--- src/rtl/ntt_pkg.sv ---
// Shared constants and types for the 256-point NTT address generator.
package ntt_pkg;

  localparam int unsigned N              = 256;
  localparam int unsigned LOG_N          = 8;
  localparam int unsigned NUM_STAGES     = 7;
  localparam int unsigned BFLY_PER_STAGE = 128;

  localparam int unsigned ADDR_W  = LOG_N;
  localparam int unsigned ZETA_W  = 7;
  localparam int unsigned STAGE_W = 3;
  localparam int unsigned BFLY_W  = 7;
  localparam int unsigned SHAMT_W = 4;

  localparam logic [STAGE_W-1:0] LAST_STAGE = STAGE_W'(NUM_STAGES - 1);
  localparam logic [BFLY_W-1:0]  LAST_BFLY  = BFLY_W'(BFLY_PER_STAGE - 1);

  typedef enum logic {
    MODE_NTT  = 1'b0,
    MODE_INTT = 1'b1
  } mode_e;

  typedef enum logic {
    IDLE = 1'b0,
    RUN  = 1'b1
  } state_e;

endpackage

--- src/rtl/ntt_addr_calc.sv ---
// Combinational butterfly address and zeta index from (stage, butterfly, mode).
module ntt_addr_calc
  import ntt_pkg::*;
(
  input  logic [STAGE_W-1:0] stage,
  input  logic [BFLY_W-1:0]  bfly,
  input  mode_e              mode,
  output logic [ADDR_W-1:0]  addr_up,
  output logic [ADDR_W-1:0]  addr_dn,
  output logic [ZETA_W-1:0]  zeta_idx
);

  logic [SHAMT_W-1:0] log_len;
  logic [ADDR_W-1:0]  len;
  logic [ADDR_W-1:0]  grp;
  logic [ADDR_W-1:0]  ofs;
  logic [ADDR_W:0]    zeta_w;

  // len is a power of two, so divide/modulo reduce to shift/mask
  always_comb begin
    log_len  = (mode == MODE_NTT) ? (SHAMT_W'(7) - SHAMT_W'(stage))
                                  : (SHAMT_W'(stage) + SHAMT_W'(1));
    len      = ADDR_W'(1) << log_len;
    grp      = ADDR_W'(bfly) >> log_len;
    ofs      = ADDR_W'(bfly) & (len - ADDR_W'(1));
    addr_up  = ((grp << log_len) << 1) | ofs;
    addr_dn  = addr_up + len;
    if (mode == MODE_NTT) begin
      zeta_w = ((ADDR_W + 1)'(128) >> log_len) + (ADDR_W + 1)'(grp);
    end else begin
      zeta_w = ((ADDR_W + 1)'(256) >> log_len) - (ADDR_W + 1)'(1) - (ADDR_W + 1)'(grp);
    end
    zeta_idx = ZETA_W'(zeta_w);
  end

endmodule

--- src/rtl/ntt_addrgen.sv ---
// NTT/INTT butterfly address and twiddle-index sequencer, one butterfly per clock.
// Optional macro ADDRGEN_PIPE_EN adds one output register stage to every output.
module ntt_addrgen
  import ntt_pkg::*;
(
  input  logic              clk,
  input  logic              rst,
  input  logic              i_start,
  input  logic              Sel,
  output logic [ADDR_W-1:0] addr_up,
  output logic [ADDR_W-1:0] addr_dn,
  output logic [ZETA_W-1:0] zeta_idx,
  output logic              done,
  output logic              last_stage,
  output logic              active
);

  state_e              state_q, state_d;
  mode_e               mode_q, mode_d;
  logic [STAGE_W-1:0]  stage_q, stage_d;
  logic [BFLY_W-1:0]   bfly_q, bfly_d;

  logic [ADDR_W-1:0]   addr_up_q, addr_up_d;
  logic [ADDR_W-1:0]   addr_dn_q, addr_dn_d;
  logic [ZETA_W-1:0]   zeta_idx_q, zeta_idx_d;
  logic                done_q, done_d;
  logic                last_stage_q, last_stage_d;
  logic                active_q, active_d;

  logic [ADDR_W-1:0]   calc_up_c;
  logic [ADDR_W-1:0]   calc_dn_c;
  logic [ZETA_W-1:0]   calc_zeta_c;

  // Addresses are computed from the next counter values so the registered
  // outputs line up with the butterfly the counters point at.
  ntt_addr_calc u_calc (
    .stage    (stage_d),
    .bfly     (bfly_d),
    .mode     (mode_d),
    .addr_up  (calc_up_c),
    .addr_dn  (calc_dn_c),
    .zeta_idx (calc_zeta_c)
  );

  // State, mode and counter registers
  always_ff @(posedge clk) begin
    if (rst) begin
      state_q <= IDLE;
      mode_q  <= MODE_NTT;
      stage_q <= '0;
      bfly_q  <= '0;
    end else begin
      state_q <= state_d;
      mode_q  <= mode_d;
      stage_q <= stage_d;
      bfly_q  <= bfly_d;
    end
  end

  // Next state: start latches mode, run walks b 0..127 per stage for 7 stages
  always_comb begin
    state_d = state_q;
    mode_d  = mode_q;
    stage_d = stage_q;
    bfly_d  = bfly_q;
    case (state_q)
      IDLE: begin
        if (i_start) begin
          state_d = RUN;
          mode_d  = mode_e'(Sel);
          stage_d = '0;
          bfly_d  = '0;
        end
      end
      RUN: begin
        if (bfly_q == LAST_BFLY) begin
          bfly_d = '0;
          if (stage_q == LAST_STAGE) begin
            state_d = IDLE;
            stage_d = '0;
          end else begin
            stage_d = stage_q + STAGE_W'(1);
          end
        end else begin
          bfly_d = bfly_q + BFLY_W'(1);
        end
      end
      default: state_d = IDLE;
    endcase
  end

  // Output values for the next cycle; everything but done is zero while idle
  always_comb begin
    addr_up_d    = '0;
    addr_dn_d    = '0;
    zeta_idx_d   = '0;
    last_stage_d = 1'b0;
    active_d     = 1'b0;
    done_d       = (state_q == RUN) && (state_d == IDLE);
    if (state_d == RUN) begin
      active_d     = 1'b1;
      addr_up_d    = calc_up_c;
      addr_dn_d    = calc_dn_c;
      zeta_idx_d   = calc_zeta_c;
      last_stage_d = (stage_d == LAST_STAGE);
    end
  end

  // Output registers
  always_ff @(posedge clk) begin
    if (rst) begin
      addr_up_q    <= '0;
      addr_dn_q    <= '0;
      zeta_idx_q   <= '0;
      done_q       <= 1'b0;
      last_stage_q <= 1'b0;
      active_q     <= 1'b0;
    end else begin
      addr_up_q    <= addr_up_d;
      addr_dn_q    <= addr_dn_d;
      zeta_idx_q   <= zeta_idx_d;
      done_q       <= done_d;
      last_stage_q <= last_stage_d;
      active_q     <= active_d;
    end
  end

`ifdef ADDRGEN_PIPE_EN
  logic [ADDR_W-1:0] addr_up_p_q;
  logic [ADDR_W-1:0] addr_dn_p_q;
  logic [ZETA_W-1:0] zeta_idx_p_q;
  logic              done_p_q;
  logic              last_stage_p_q;
  logic              active_p_q;

  // Extra output stage, all outputs delayed together
  always_ff @(posedge clk) begin
    if (rst) begin
      addr_up_p_q    <= '0;
      addr_dn_p_q    <= '0;
      zeta_idx_p_q   <= '0;
      done_p_q       <= 1'b0;
      last_stage_p_q <= 1'b0;
      active_p_q     <= 1'b0;
    end else begin
      addr_up_p_q    <= addr_up_q;
      addr_dn_p_q    <= addr_dn_q;
      zeta_idx_p_q   <= zeta_idx_q;
      done_p_q       <= done_q;
      last_stage_p_q <= last_stage_q;
      active_p_q     <= active_q;
    end
  end

  assign addr_up    = addr_up_p_q;
  assign addr_dn    = addr_dn_p_q;
  assign zeta_idx   = zeta_idx_p_q;
  assign done       = done_p_q;
  assign last_stage = last_stage_p_q;
  assign active     = active_p_q;
`else
  assign addr_up    = addr_up_q;
  assign addr_dn    = addr_dn_q;
  assign zeta_idx   = zeta_idx_q;
  assign done       = done_q;
  assign last_stage = last_stage_q;
  assign active     = active_q;
`endif

endmodule

--- config.mk ---
export PLATFORM = sky130hd
export DESIGN_NAME = ntt_addrgen
export DESIGN_NICKNAME = d
export VERILOG_FILES = /design/src/rtl/ntt_pkg.sv /design/src/rtl/ntt_addr_calc.sv /design/src/rtl/ntt_addrgen.sv
export SDC_FILE = /design/constraint.sdc
export NUM_CORES = 1
export LEC_CHECK = 0
export CAP_MARGIN = 20
export CELL_PAD_IN_SITES_DETAIL_PLACEMENT = 0
export CELL_PAD_IN_SITES_GLOBAL_PLACEMENT = 1
export CORE_MARGIN = 2
export CORE_UTILIZATION = 25
export DETAILED_ROUTE_END_ITERATION = 8
export GPL_ROUTABILITY_DRIVEN = 0
export PLACE_DENSITY_LB_ADDON = 0.1
export SLEW_MARGIN = 20
export SYNTH_ARGS = -nofsm -noshare
export SYNTH_HDL_FRONTEND = slang
export SYNTH_SLANG_ARGS = --single-unit
--- constraint.sdc ---
create_clock -name clk -period 5.35 [get_ports clk]
set_input_delay 0.8025 -clock clk [delete_from_list [all_inputs] [get_ports clk]]
set_output_delay 0.8025 -clock clk [all_outputs]
set_load 0.02 [all_outputs]
Yosys cells after proc, flatten, opt, wreduce, memory -nomap -nowiden
Cells that the tools add are included.

word-level totals
  register bits after elaboration = 38
  input port bits = 4
  output and inout bits = 26
  logic and storage cells = 49

cells by class
  $add $sub $neg = 9
  eq/ne operators = 3
  shifts and indexed selects = 5
  multiplexer cells = 16
  bitwise logic cells = 4
  reductions and logical operators = 2

operators by type and width
  cell                 number
  $mux 7               3
  $pmux 7 s2           1
  $mux 3               3
  $shr 9x4->7 const A  1
  $add 8x8->8          1
  $and 7x8->8          1
  $or 8x8->8           1
  $shl 1x4->8 const A  1
  $shl 8x4->7          1
  $shr 7x4->8          1
  $shr 8x4->7 const A  1
  $sub 8x1->8 const B  1
  $add 7x1->7 const B  1
  $add 7x7->7          1
  $eq 7x7->1 const B   1
  $sub 7x1->7 const B  1
  $sub 7x7->7          1
  $eq 3x3->1 const B   2
  $mux 1               6
  $pmux 3 s2           1
  $add 3x1->4 const B  1
  $mux 4               1
  $sub 3x3->4 const A  1
  $add 3x1->3 const B  1
  other kinds (4)      5

Depth between registers and ports, before layout
Gate-level depths: netlist of the first run.

  word-level depth = 11
  gate-level depth with buffers = 26
  mapped depth without buffers = 22

By module
From an unflattened synthesis of the first run, not the netlist that was laid out.

unflattened totals
  cells, all modules = 343
  area total of the unflattened synthesis = 2,870.3 µm²

modules (own cells, without submodules)
  module         instances  cells each  area each (µm²)  sequential area each (µm²)
  ntt_addr_calc  1          211         1,525.2          0.0
  ntt_addrgen    1          132         1,345.0          740.7

Worst setup path after synthesis of the first run
Ideal clock, no wire load.

  kind = reg-to-reg
  start point = register bfly_q[0]
  end point = register addr_dn_q[7], in the netlist addr_dn[7]
  setup time = 0.072 ns
  arrival = 5.219 ns
  required time = 5.278 ns
  setup slack = 0.059 ns
  cell stages (with the launch flop) = 26
  buffers on the path = 5
  clock period less this slack = 5.291 ns
  path through = dfxtp_1 ha_1 and3_1 buf_4 a21o_1 and3_1 buf_4 inv_4 clkbuf_1 ha_1 clkdlybuf4s50_2 inv_1 o41ai_1 mux2_2 clkbuf_1 a21oi_1 a221o_1 ha_1 a21o_1 a21o_1 a21oi_1 o21bai_1 a21oi_1 xnor2_1 or2_2 mux2i_1

between the ends
  cells in the longest elaborated chain, start to end = 10
  elaborated cells between the ends (all ways) = 21
  those cells by class = add/sub: 5; eq/ne: 1; shift: 3; mux: 8; bitwise: 3; reduce/logical: 1

RTL lines
  what                                        RTL line                                  source
  from (decl)                                 ntt_addrgen.sv:21                         logic [BFLY_W-1:0] bfly_q, bfly_d;
  from (signal assigned)                      ntt_addrgen.sv:56                         bfly_q <= bfly_d;
  $eq 7x7->1 (*)                              ntt_addrgen.sv:76                         if (bfly_q == LAST_BFLY) begin
  $mux 3 (*)                                  ntt_addrgen.sv:76
  $pmux 3 s2 (*)                              ntt_addrgen.sv:66                         case (state_q)
  named net stage_d[0]                        ntt_addrgen.sv:20                         logic [STAGE_W-1:0] stage_q, stage_d;
  $sub 3x3->4 or $add 3x1->4 (tied branches)  ntt_addr_calc.sv:21, ntt_addr_calc.sv:22
  $mux 4 (*)                                  ntt_addr_calc.sv:21                       log_len = (mode == MODE_NTT) ? (SHAMT_W'(7) - SHAMT_W'(stage))
  $shl 1x4->8                                 ntt_addr_calc.sv:23                       len = ADDR_W'(1) << log_len;
  $sub 8x1->8                                 ntt_addr_calc.sv:25                       ofs = ADDR_W'(bfly) & (len - ADDR_W'(1));
  $and 7x8->8                                 ntt_addr_calc.sv:25
  $or 8x8->8 (*)                              ntt_addr_calc.sv:26                       addr_up = ((grp << log_len) << 1) | ofs;
  named net calc_up_c[2]                      ntt_addrgen.sv:30                         logic [ADDR_W-1:0] calc_up_c;
  $add 8x8->8 (*)                             ntt_addr_calc.sv:27                       addr_dn = addr_up + len;
  to (signal assigned)                        ntt_addrgen.sv:120                        addr_dn_q <= addr_dn_d;
  to (decl)                                   ntt_addrgen.sv:24                         logic [ADDR_W-1:0] addr_dn_q, addr_dn_d;

The timed path passes the listed nets; every way through them passes the cells marked *.
A chain may end at the register's enable or synchronous reset.

Final worst setup path of the first run
  start point = register bfly_q[0]
  end point = register addr_dn_q[7], in the netlist addr_dn[7]

between the ends
  cells in the longest elaborated chain, start to end = 10
  elaborated cells between the ends (all ways) = 21
  those cells by class = add/sub: 5; eq/ne: 1; shift: 3; mux: 8; bitwise: 3; reduce/logical: 1

RTL lines
  what                                        RTL line
  $eq 7x7->1                                  ntt_addrgen.sv:76
  $mux 3                                      ntt_addrgen.sv:76
  $pmux 3 s2                                  ntt_addrgen.sv:66
  $sub 3x3->4 or $add 3x1->4 (tied branches)  ntt_addr_calc.sv:21, ntt_addr_calc.sv:22
  $mux 4                                      ntt_addr_calc.sv:21
  $shl 1x4->8                                 ntt_addr_calc.sv:23
  $sub 8x1->8                                 ntt_addr_calc.sv:25
  $and 7x8->8                                 ntt_addr_calc.sv:25
  $or 8x8->8 (*)                              ntt_addr_calc.sv:26
  named net calc_up_c[2]                      ntt_addrgen.sv:30
  $add 8x8->8 (*)                             ntt_addr_calc.sv:27

Marked as above.

==> results.md, run 1 <==
- Worst Hold Slack: about 650 ps
- # rows: 39
- # setup viols final: 0
- Placed cell count: roughly 540
- ANT cells: 0
- CTS Buf Count: 5
- Post-DRT Antenna Nets: 0
- Final period utilization: between 90% and 100%
- Fraction of layout cells with a size suffix above 1: roughly 15%
- Initial DRC Count: between 200 and 250
- Hold path cells: 2
- CP required: about 5600 ps
- Clock Pin Slew Worst Setup and Hold Paths: approximately 60 ps
- Status: finished clean
- Largest net degree at the start of global routing: 23
- # nets final: between 400 and 500
- Global-route wire length before repair: ~14 mm
- HPWL after DPL: 6.78 mm
- Critical path's slowest cell: dfxtp_1
- Setup Skew: around 2.2 ps
- Leakage: approximately 1.5 nW
- Postcts setup bufs: 0
- Comb pwr share: 20.1%
- Sw Share: about 28%
- Post-synth net total: between 300 and 400
- Io pins: 30
- H-tree depth: 2
- Port bufs: 29
- Top-area cell type share of the netlist area: between 20% and 30%
- DR WL/cell: 16.0 µm
- Fmax: 0.201 GHz
- CP Buf/Inv Count: 4
- Pre-CTS setup slack: 48.5 ps
- Final hold violations: 0
- Post-synthesis cell count: 365
- WP data arrival: between 5000 and 6000 ps
- Relative max-transition margin: 42.0%
- Syn avg cell area: roughly 8.1 µm²
- Int Pwr: 0.547 mW
- Vias in the first global route: around 2700
- Max_cap viols: 0
- Core ar.: between 10000 and 15000 µm²
- CP Max Fanout: 13
- Psw: 0.212 mW
- Post-synth ARST share: 0%
- RSZ-0062 raised after global routing: no
- Worst R2R Setup Slack: 390 ps
- HP Start: stage_q[2]
- Min-Delay Path Class: register to register
- Commonest cells in the netlist: nor2_1 (40), dfxtp_1 (37), nand2_1 (26), a21oi_1 (24), ha_1 (20)
- Global Route Usage Sum: about 15%
- Sequential share of power: 38.1%
- YS warnings: 0
- DR pass1 iterations: 4
- Worst-margin pin slew: 868 ps
- Reg2reg path depth: 22
- EDFF count, synth: 0
- Hold endpoint: done
- CTS max path bufs: 2
- Residual DRC: 0
- Post-synthesis sequential area ratio: roughly 25%
- Distinct cells, synth: 65
- Max-slew violation count: 0
- Synth top area cells: dfxtp_1 (25%), ha_1 (8.5%), nor2_1 (5.1%), xnor2_1 (4.2%), a21oi_1 (4.1%)
- Fin cells: between 500 and 600
- Commonest register cell after synthesis: dfxtp_1
- Initial core utilization: around a quarter
- P&R area growth vs syn: 23.6%
- Syn Std Cell Area: 2950 µm²
- Setup TNS: 0 ps
- Clock share of power: between 40% and 50%
- Skew-Pair Late Insertion Delay: ~290 ps
- Antenna violations before repair: 0
- DRT Wirelength: 8.79 mm
- DIE HEIGHT: 113 µm
- Kind of cell adding the most delay to the critical path: compound AO/OA/AOI/OAI gates
- Worst vdd ir: around 0.1 mV
- Crit-path max cell delay: between 400 and 500 ps
- Final worst path period need: roughly 5000 ps
- Die area: between 10000 and 15000 µm²
- Yosys top cell by area: dfxtp_1
- Drt via density: ~5.0
- CTS tree: done
- Die width: approximately 110 µm
- #FFs+latches synth: 37
- Root buf cell: clkbuf_16
- CP Launch Type: register
- Cells along the critical path: ha_1 -> and3_1 -> nand4_1 -> and3_1 -> buf_4 -> inv_4 -> ha_1 -> inv_1 -> o41ai_1 -> mux2_2 -> buf_4 -> a21oi_1 -> a221o_1 -> ha_1 -> a21o_1 -> a21o_1 -> a21oi_1 -> o21bai_1 -> a21oi_1 -> xnor2_1 -> or2_2 -> mux2i_1
- Num Clock Sinks: 37
- Global route overflow: 0
- Worst setup margin: approximately 390 ps
- Critical R2R Launch: bfly_q[0]
- Reg2Reg Capture Point: addr_dn[7]
- CP Class: register to register
- Vias: 2763
- Worst setup EP type: register
- # fillers: about 1200
- Pwr dens: between 200 and 250 nW/µm²
- Power consumption: roughly 0.76 mW
- Cell with the most instances after synthesis: nor2_1
[worst reg2reg max path, delay by kind of cell (launching register included)]
family	cells	cell delay, ps
AND/OR/NAND/NOR	4	1070
flip-flops	1	410
AO/OA/AOI/OAI	8	1670
buffers and inverters	4	460
adder cells (fa/ha/maj)	3	800
multiplexers	2	370
XOR/XNOR	1	90
[kinds of logic after synthesis]
| group | share of synthesized area (%) |
|---|---|
| other cells | 0.127 |
| buf+inv | 7.13 |
| flops | 25.1 |
| fa+ha+maj | 10.5 |
| compound gates | 22.2 |
| simple gates | 24.1 |
| xor+xnor | 5.94 |
| mux | 4.84 |
[sequential cells by signal (all words and copies together), names as in the netlist]
| signal | count |
|---|---|
| addr_dn | 8 |
| addr_up | 8 |
| bfly_q | 7 |
| done | 1 |
| last_stage | 1 |
| mode_q | 1 |
| stage_q | 3 |
| state_q | 1 |
| zeta_idx | 7 |
[cell usage in the layout, fill, tap and decap left out, types with 6 or more instances in the layout]
cell type and instances:
dfxtp_1 37, a21o_1 10, mux2i_1 6, clkdlybuf4s50_1 29, and2_1 6, xor2_1 6
a22oi_1 6, buf_4 25, nor2b_1 6, a31oi_1 7, o21ai_0 16, mux2_2 6
xnor2_1 14, a21oi_1 24, nor3_1 7, and3_1 9, nor2_1 39, inv_1 14
ha_1 20, nand2_1 26, nand3_1 13
[what timing repair did]
action | 4_1_cts | 5_1_grt
hold buffers | 0 | 0
gates resized for setup | 0 | 5
setup endpoints to repair | 0 | 3
[power groups by stage]
stage,clock network (mW),logic [mW],registers (mW)
2_1_floorplan,0,0.0942,0.305
3_3_place_gp,0,0.154,0.295
3_5_place_dp,0,0.152,0.295
4_1_cts,0.335,0.153,0.289
5_1_grt,0.347,0.169,0.290
6_report,0.318,0.152,0.289
[metal layers]
layer  routed length, µm  GRT usage [%]
met2                3830           22.0
met5                   0              0
met1                4290           20.2
met3                 522           3.89
met4                 152           4.63
[metrics by stage]
stage	instance area (µm²)	utilization, %
finish	3640	31.8
global route	3640	31.8
CTS	3610	31.5
detailed placement	3450	30.1
global placement	3450	30.1
floorplan	2950	-
[cell type report]
class | instances | area (µm²) | area share [%]
multi-input combinational | 292 | 2030 | 55.7
sequential | 37 | 741 | 20.3
timing repair buffer | 54 | 478 | 13.1
tap | 143 | 179 | 4.91
clock buffer | 7 | 153 | 4.19
inverter | 15 | 58.8 | 1.61
clock inverter | 1 | 5.00 | 0.137
[worst max-delay path by stage]
stage / start / to / slack, ps / cells past startpoint
finish: bfly_q[0] / addr_dn[7] / 390 / 22
CTS: bfly_q[0] / addr_dn[7] / 200 / 20
floorplan: bfly_q[0] / addr_dn[7] / 60 / 25
global placement: i_start / addr_dn[7] / 210 / 20
detailed placement: i_start / addr_dn[7] / 50 / 20
global route: bfly_q[0] / addr_dn[7] / 40 / 20
Note: power is estimated with default switching activity, not from simulation.
==> run 2: changes to the inputs <==
ABC_AREA = 0   (was not set)
PLACE_DENSITY = 0.52   (was not set)
PLACE_DENSITY_LB_ADDON = not set   (was 0.1)
==> run 2 against run 1 <==
Register-to-register slack got worse by 20 ps. Fmax decreased by 0.33%. Sequential share of layout area grew 0.12 points. Global-route usage down 0.64 points. Clock skew rose by 0.88 ps. First-iteration DRC count up 27%. Cell area fell by 0.58%. Routed wire length decreased by 1.4%. Via count decreased by 0.25%. Sequential cell count is the same. Combinational power about the same. Largest power group unchanged.
==> results.md, run 2 (same netlist as run 1, synthesis figures left out) <==
- Status: finished clean
- Hold endpoint: done
- Io pins: 30 (unchanged)
- RSZ-0062 raised after global routing: no
- Setup TNS: 0 ps (unchanged)
- Leakage: 1.49 nW (-0.85%)
- Hold path cells: 2 (unchanged)
- Reg2reg path depth: 20 (-9.1%)
- Pwr dens: 218 nW/µm² (+4.8%)
- Worst setup EP type: register
- CTS max path bufs: 2 (unchanged)
- Vias in the first global route: 2615 (-3.4%)
- Postcts setup bufs: 0 (unchanged)
- Residual DRC: 0 (unchanged)
- # setup viols final: 0 (unchanged)
- Worst-margin pin slew: 915 ps (+46.9 ps)
- CP Launch Type: register
- HP Start: stage_q[2]
- Fraction of layout cells with a size suffix above 1: 13.6% (-1.1 points)
- Fmax: 0.201 GHz (-0.33%)
- Drt via density: 5.05 (+0.29%)
- Cells along the critical path: ha_1 -> nand3_2 -> or4_4 -> nand3_1 -> ha_1 -> nor2_4 -> or3_1 -> o21ai_1 -> o31ai_2 -> nand3_2 -> a221o_1 -> ha_1 -> a21o_1 -> a21o_1 -> a21oi_1 -> o21bai_1 -> a21oi_1 -> xnor2_1 -> or2_2 -> mux2i_1
- H-tree depth: 2 (unchanged)
- CTS tree: done
- HPWL after DPL: 6.53 mm (-3.6%)
- Critical path's slowest cell: or4_4
- P&R area growth vs syn: 22.8%
- Worst vdd ir: 0.104 mV (+4.2%)
- Commonest non-fill, non-tap cell in the layout: nor2_1
- Global route overflow: 0 (unchanged)
- Max_cap viols: 0 (unchanged)
- Most frequent cells in the layout: nor2_1 (39), dfxtp_1 (37), clkdlybuf4s50_1 (29)
- Post-placement cell area: 3430 µm² (-0.65%)
- Register area: 741 µm² (unchanged)
- Max-slew violation count: 0 (unchanged)
- Num Clock Sinks: 37 (unchanged)
- Port bufs: 29 (unchanged)
- # rows: 39 (unchanged)
- Relative max-transition margin: 38.8% (-3.1 points)
- Die width: 113 µm (unchanged)
- Largest net degree at the start of global routing: 23 (unchanged)
- DR pass1 iterations: 6 (+2)
- Global-route wire length before repair: 13.8 mm (-4.3%)
- Post-DRT Antenna Nets: 0 (unchanged)
- Clock Pin Slew Worst Setup and Hold Paths: 60 ps (about the same)
- Initial core utilization: 25.7% (unchanged)
- Most frequent CP cell: ha_1
- Core ar.: 11500 µm² (unchanged)
- Area occupied by multi-input gates: 2010 µm² (-0.68%)
- Vias: 2756 (-0.25%)
- Min-Delay Path Class: register to register
- Kind of cell adding the most delay to the critical path: simple AND/OR/NAND/NOR gates
- Setup Skew: 3.08 ps (+0.875 ps)
- Crit-path max cell delay: 590 ps (+180 ps)
- CP required: 5560 ps (about the same)
- Worst R2R Setup Slack: 370 ps (-20 ps)
- Final period utilization: 93.1% (+0.31 points)
- Final instance area: 3620 µm² (-0.58%)
- CP Max Fanout: 8 (-5)
- Root buf cell: clkbuf_16
- WP data arrival: 5190 ps (about the same)
- Critical R2R Launch: bfly_q[0]
- DR WL/cell: 15.9 µm (-0.89%)
- # fillers: 1233 (+2.0%)
- Final worst path period need: 4980 ps (+16.7 ps)
- # nets final: 429 (-0.69%)
- DRT Wirelength: 8.67 mm (-1.4%)
- Antenna violations before repair: 0 (unchanged)
- Reg2Reg Capture Point: addr_dn[7]
- Initial DRC Count: 257 (+27%)
- Die area: 12700 µm² (unchanged)
- ANT cells: 0 (unchanged)
- CP Buf/Inv Count: 0 (-4)
- CP Class: register to register
- Skew-Pair Late Insertion Delay: 280 ps (about the same)
- CTS Buf Count: 5 (unchanged)
- Final hold violations: 0 (unchanged)
- DIE HEIGHT: 113 µm (unchanged)
- Global Route Usage Sum: 13.9% (-0.64 points)
==> run 2: changes by cell type in the layout (fill, tap and decap cells not counted), sizes merged <==
| cell | change |
|---|---|
| buf | -3 |
| bufinv | +1 |
| clkinv | -1 |
==> run 2: stage by stage <==
stage | std cells | total power [mW] | utilization [%] | hold slack (ps) | setup WS, ps
after floorplan | 365 | 0.399 | - | 498 | 59.3
after global placement | 538 | 0.449 | 29.9 | 594 | 230
after detailed placement | 538 | 0.447 | 29.9 | 580 | 86.3
after CTS | 546 | 0.805 | 31.4 | 588 | 228
after global routing | 546 | 0.832 | 31.6 | 612 | 13.3
final | 546 | 0.791 | 31.6 | 604 | 370
==> run 2: power by group <==
group          internal (mW)  total, mW  switching, mW
clock network          0.233      0.349          0.116
registers              0.285      0.289        0.00403
logic                 0.0651      0.153         0.0876
==> run 2: how the worst max path moves through the flow <==
stage               depth (start not counted)  startpoint    endpoint  slack, ps
detailed placement                         20     i_start  addr_dn[7]         90
global route                               22   bfly_q[0]  addr_dn[7]         10
CTS                                        20   bfly_q[0]  addr_dn[7]        230
floorplan                                  25   bfly_q[0]  addr_dn[7]         60
global placement                           20     i_start  addr_dn[7]        230
finish                                     20   bfly_q[0]  addr_dn[7]        370
==> run 2: layout make-up <==
cell class,count,area share [%]
timing repair buffer,51,12.6
tap,143,4.94
inverter,15,1.62
clock inverter,1,0.829
multi-input combinational,292,55.6
clock buffer,7,3.94
sequential,37,20.5
==> run 2: worst register-to-register path, delay by kind of cell (launching register included) <==
kind / cells / cell delay (ps)
AOI/OAI and AO/OA: 8 / 1650
xor gates and xnor gates: 1 / 110
adders and majority gates: 3 / 870
DFF: 1 / 400
muxes: 1 / 140
and+or+nand+nor: 7 / 1760
==> run 2: per-layer routing <==
layer,wire length [µm],global-route usage [%]
met1,4250,19.7
met2,3870,21.5
met3,361,2.21
met4,182,4.80
met5,0,0
==> run 2: timing repair <==
item	CTS	global route
hold buffers	0	0
setup endpoints to repair	0	1
gates resized for setup	0	3
==> run 3: changes to the inputs <==
ABC_AREA = not set   (was 0)
SLEW_MARGIN = 30   (was 20)
==> results of run 3 <==
No change in the layout: final DEF, timing and power equal those of run 2.
